===== config.mk =====
export PLATFORM = sky130hd
export DESIGN_NAME = vram_arbiter
export DESIGN_NICKNAME = d
export VERILOG_FILES = /design/src/rtl/vram_arbiter.sv
export SDC_FILE = /design/constraint.sdc
export NUM_CORES = 1
export LEC_CHECK = 0
export ABC_AREA = 1
export CORE_AREA = 2 2 141 74
export CTS_CLUSTER_SIZE = 20
export DETAILED_ROUTE_END_ITERATION = 6
export DIE_AREA = 0 0 143 76
export PLACE_DENSITY = 0.8
export SLEW_MARGIN = 10
export SYNTH_ARGS = -nofsm -noshare
export SYNTH_HDL_FRONTEND = slang
export SYNTH_SLANG_ARGS = --single-unit

===== constraint.sdc =====
create_clock -name clk_sys -period 2.3 [get_ports clk_sys]
set_input_delay 0.23 -clock clk_sys [delete_from_list [all_inputs] [get_ports clk_sys]]
set_output_delay 0.23 -clock clk_sys [all_outputs]
set_load 0.1 [all_outputs]

===== src/rtl/vram_arbiter.sv =====
// Single-port VRAM arbiter: video fetch (fixed priority) vs CPU byte bus over one 8192x32 RAM.
// Optional stall statistics counter enabled by defining VRAM_ARB_STATS_EN.
module vram_arbiter #(
  parameter int RAM_AW = 13
) (
  input  logic              clk_sys,
  input  logic              reset,
  input  logic              vid_req,
  input  logic [RAM_AW-1:0] vid_addr,
  output logic [31:0]       vid_data,
  output logic              vid_valid,
  output logic              vid_overrun,
  input  logic              cpu_req,
  input  logic              cpu_we,
  input  logic [14:0]       cpu_addr,
  input  logic [7:0]        cpu_din,
  output logic [7:0]        cpu_dout,
  output logic              cpu_ack,
  output logic [RAM_AW-1:0] mem_addr,
  output logic              mem_re,
  output logic              mem_we,
  output logic [3:0]        mem_be,
  output logic [31:0]       mem_wdata,
  input  logic [31:0]       mem_q,
  output logic [15:0]       stat_stall
);

  typedef enum logic [1:0] {
    IDLE  = 2'd0,
    VID_D = 2'd1,
    CPU_D = 2'd2
  } state_t;

  state_t            state;
  state_t            state_nxt;
  logic              vid_pend;
  logic [RAM_AW-1:0] vid_addr_q;
  logic              cpu_we_q;
  logic [7:0]        cpu_din_q;
  logic [1:0]        cpu_plane_q;
  logic              vid_issue;
  logic              cpu_issue;
  logic [7:0]        cpu_lane;

  // A strobe arriving in IDLE also holds the CPU off, so a coincident
  // video request is served first rather than queued behind the CPU.
  always_comb begin
    state_nxt = state;
    vid_issue = 1'b0;
    cpu_issue = 1'b0;
    mem_addr  = '0;
    mem_re    = 1'b0;
    mem_we    = 1'b0;
    mem_be    = 4'b0000;
    mem_wdata = {4{cpu_din_q}};
    case (state)
      IDLE: begin
        if (vid_pend) begin
          vid_issue = 1'b1;
          mem_addr  = vid_addr_q;
          mem_re    = 1'b1;
          state_nxt = VID_D;
        end else if (cpu_req && !cpu_ack && !vid_req) begin
          cpu_issue = 1'b1;
          mem_addr  = cpu_addr[RAM_AW-1:0];
          mem_re    = !cpu_we;
          mem_we    = cpu_we;
          mem_be    = cpu_we ? (4'b1000 >> cpu_addr[14:13]) : 4'b0000;
          mem_wdata = {4{cpu_din}};
          state_nxt = CPU_D;
        end
      end
      VID_D:   state_nxt = IDLE;
      CPU_D:   state_nxt = IDLE;
      default: state_nxt = IDLE;
    endcase
  end

  // Plane 0 lives in the top byte of the word.
  always_comb begin
    case (cpu_plane_q)
      2'd0:    cpu_lane = mem_q[31:24];
      2'd1:    cpu_lane = mem_q[23:16];
      2'd2:    cpu_lane = mem_q[15:8];
      default: cpu_lane = mem_q[7:0];
    endcase
  end

  always_ff @(posedge clk_sys) begin
    if (reset) begin
      state       <= IDLE;
      vid_pend    <= 1'b0;
      vid_addr_q  <= '0;
      vid_overrun <= 1'b0;
      vid_data    <= '0;
      vid_valid   <= 1'b0;
      cpu_we_q    <= 1'b0;
      cpu_din_q   <= '0;
      cpu_plane_q <= '0;
      cpu_dout    <= '0;
      cpu_ack     <= 1'b0;
    end else begin
      state     <= state_nxt;
      vid_valid <= 1'b0;
      cpu_ack   <= 1'b0;

      if (vid_req) begin
        vid_pend   <= 1'b1;
        vid_addr_q <= vid_addr;
        if (vid_pend)
          vid_overrun <= 1'b1;
      end else if (vid_issue) begin
        vid_pend <= 1'b0;
      end

      if (cpu_issue) begin
        cpu_we_q    <= cpu_we;
        cpu_din_q   <= cpu_din;
        cpu_plane_q <= cpu_addr[14:13];
      end

      if (state == VID_D) begin
        vid_data  <= mem_q;
        vid_valid <= 1'b1;
      end

      if (state == CPU_D) begin
        if (!cpu_we_q)
          cpu_dout <= cpu_lane;
        cpu_ack <= 1'b1;
      end
    end
  end

`ifdef VRAM_ARB_STATS_EN
  logic [15:0] stall_cnt;

  always_ff @(posedge clk_sys) begin
    if (reset)
      stall_cnt <= '0;
    else if (vid_issue && cpu_req && !cpu_ack && stall_cnt != 16'hFFFF)
      stall_cnt <= stall_cnt + 16'd1;
  end

  assign stat_stall = stall_cnt;
`else
  assign stat_stall = '0;
`endif

endmodule


==> key figures <==
Timing
  • Worst slew margin: between 60 and 70%
  • Worst-Margin Slew: approximately 540 ps
  • Minimum clock period: 2198 ps
  • Final Cycle Share: 95.58%
  • Fin. Hold Viols: 0
  • Slew Viols, Final: 0
  • Count of final setup violators: 0
  • Skew final: 7.702 ps
  • Fmax: 0.4549 GHz

Floorplan
  • Die W: about 140 um
  • # IOs: 183
  • Initial core utilization: around a third
  • Core area: 9792 um^2
  • Overall die area: between 10000 and 15000 um^2
  • Row count: 26
  • Die Ht: 76 um

Final layout
  • Post-layout util: 57.97%
  • Commonest cells after routing, fill and taps aside: nor2_1, nand2_1, clkdlybuf4s50_1
  • Fin nets: 688
  • Fillers: just under 900
  • Area growth from synthesis to layout: 70.63%
  • Proportion of layout cells with a drive suffix above 1: 23.39%
  • Commonest non-fill, non-tap cell in the layout: nor2_1
  • # diodes: 0
  • Fin cells: 760

Power
  • Switching Power: 0.001904 W
  • Combinational fraction of design power: 39.1%
  • Clock network fraction of design power: 33.4%
  • PD cells: around 850 nW/um^2
  • P_leak: about 2.4 nW
  • Worst IR drop on VDD: 0.0003837 V
  • Switch share: 39.44%
  • Flop pwr share: 27.5%
  • Power Internal: 0.002923 W

Yosys
  • Simple-Gate Fraction of Synth Area: 29.33%
  • Main combinational cell family by area after synthesis: simple AND/OR/NAND/NOR gates
  • Compound-gate portion of the synthesized area: between 10% and 20%
  • Multiplexer share of the synthesized area: 0%
  • Adder-Cell Fraction of Synth Area: 0%
  • Synthesis-stage register bit count: 70
  • Synth warn: 0
  • Synth Cell Area: 3327 um^2
  • Post-synthesis xor/xnor area fraction: 0%
  • Post-synth cell types: 23
  • Sequential area share after synthesis: approximately 42%
  • Yosys top cell area share: 42.12%
  • Mapped Avg Cell Area: 6.946 um^2
  • Cells after synthesis: 479
  • Synth top area cells: dfxtp_1, nor2_1, buf_4
  • Area leader, netlist: dfxtp_1

Critical path
  • FF-to-FF path depth: 6
  • Crit. End Element: output port
  • Origin of the worst setup path: vid_req
  • Worst EP required: 2070 ps
  • FF-to-FF Start: state[1]$_SDFFE_PP0N_
  • Crit-path max FO: 15
  • CP Launch Type: primary input
  • Crit Path Class: in -> out
  • Worst EP arrival: 1970 ps

Drt
  • Vias: 3474
  • Post-route DRC: 0
  • Wire per inst: 14.50 um
  • Avg Vias per Cell: 4.571
  • 1st-iter DRT viols: approximately 200
  • Number of routed nets with antenna violations: 0
  • Drt total wl: 11.02 mm
  • TritonRoute pass-1 iters: 5

Worst hold path
  • Min-Delay Startpoint: cpu_dout[5]$_SDFFE_PP0P_
  • Worst Hold Class: reg -> reg
  • Hold-critical path depth: 2

GRT
  • Pin count of the biggest net entering global routing: 48
  • Total Routing Usage GR: 20.15%
  • Initial antenna violation count: 0
  • GRT met1 Usage: 27.95%
  • Overflow after GRT: 0
  • First-pass GRT wire length: 16.97 mm
  • Vias in the first global route: around 3300
  • GRT Max-Usage Layer: met2
  • GR Util met3: 6.977%
  • GRT met2 Usage: 29.86%

CTS
  • Clock-pin slew on the worst setup and hold paths: 60 ps
  • Clk_lat worst skew: 330 ps
  • CTS H-Tree Depth: 3
  • Hold buffers post-CTS: 0
  • Clock root cell: clkbuf_16
  • CTS Sinks: 70
  • Clk buf depth: 2
  • Total CTS buffers: 9
  • CTS tree: done

Placement
  • Count of input and output buffers: roughly 170
  • Post-DP HPWL: roughly 8.5 mm
  • Placed cells: 742
  • GPL Wtd Cong: 0.8197

Run
  • Maxcap violations: 0

Outcome
  • Status: complete, no violations
-- worst max-delay path, stage by stage --
cell	delay (ps)
clkdlybuf4s50_1	560
nor2_1	70
nand2_1	150
inv_4	90
nand2_4	190
nand2_1	90
nand2_1	130
clkinvlp_4	220
buf_12	230
-- synthesized netlist by cell type --
cell / count
nor2_2: 1
buf_2: 9
nor3_1: 3
o21ai_1: 6
buf_1: 1
o21ai_0: 60
nand3_1: 19
a21oi_1: 11
nor2_4: 1
nand3b_1: 8
nor2_1: 125
nand3b_2: 1
inv_2: 4
clkbuf_1: 8
buf_6: 3
o31ai_1: 1
inv_1: 24
buf_4: 44
nand2_1: 76
clkbuf_2: 1
conb_1: 1
dfxtp_1: 70
nand2_4: 2
-- path summary, 6_finish.rpt --
check / to / slack (ps)
setup / recovery: mem_wdata[0] / 100
hold / removal: cpu_dout[5]$_SDFFE_PP0P_ / 470
setup reg to reg: vid_data[26]$_SDFFE_PP0P_ / 740
hold reg to reg: cpu_dout[5]$_SDFFE_PP0P_ / 470
-- sequential cells by signal (all words and copies together), names as in the netlist --
name         flops
vid_data        32
cpu_we_q         1
cpu_ack          1
state            2
vid_valid        1
vid_addr_q      13
vid_pend         1
cpu_din_q        8
cpu_dout         8
vid_overrun      1
cpu_plane_q      2
-- power by group through the flow --
stage          clock network [W]  logic, W  registers, W
2_1_floorplan                  0   0.00105       0.00162
3_3_place_gp                   0   0.00185       0.00135
3_5_place_dp                   0   0.00187       0.00135
4_1_cts                  0.00163   0.00188       0.00133
5_1_grt                  0.00170   0.00196       0.00134
6_report                 0.00161   0.00189       0.00133
-- kinds of logic (layout without fill, tap and decap cells) --
family	count (synthesis)	count (layout)
AO/OA/AOI/OAI	78	78
buffers and inverters	94	220
AND/OR/NAND/NOR	236	236
flip-flops	70	70
other	1	16
-- area by class of cell --
class                   instances  area [um^2]  share of cell area [%]
flip-flops and latches         70         1405                   24.75
clock buffers                  10        239.0                   4.210
well taps                     140        175.2                   3.086
inverters                      28        142.6                   2.513
clock inverters                 6        108.9                   1.918
multi-input cells             330         1463                   25.77
repair buffers                176         2143                   37.76
-- metal layers --
metal  part of all wire (%)  routed length (um)  vias up
met1                     47                5151     1599
met5                      0                   0        -
met2                     44                4831      143
met3                    8.8                 970        8
met4                   0.61                  67        0
li1                       -                   -     1724
-- metrics by stage --
stage	TNS, ps	setup WS, ps	cell area, um^2	hold WS, ps	total power, W
floorplan	-258.7	-126.7	3421	297.1	0.002669
global placement	0	142.1	5273	447.4	0.003202
detailed placement	0	68.68	5273	456.0	0.003226
CTS	0	22.37	5620	465.1	0.004837
global route	-116.2	-18.34	5677	492.8	0.004991
finish	0	101.7	5677	466.7	0.004827
-- timing repair --
item,4_1_cts,5_1_grt
resized for setup,0,13
buffers inserted,0,2
endpoints found under the setup margin,0,45
(Power assumes the default switching activity.)
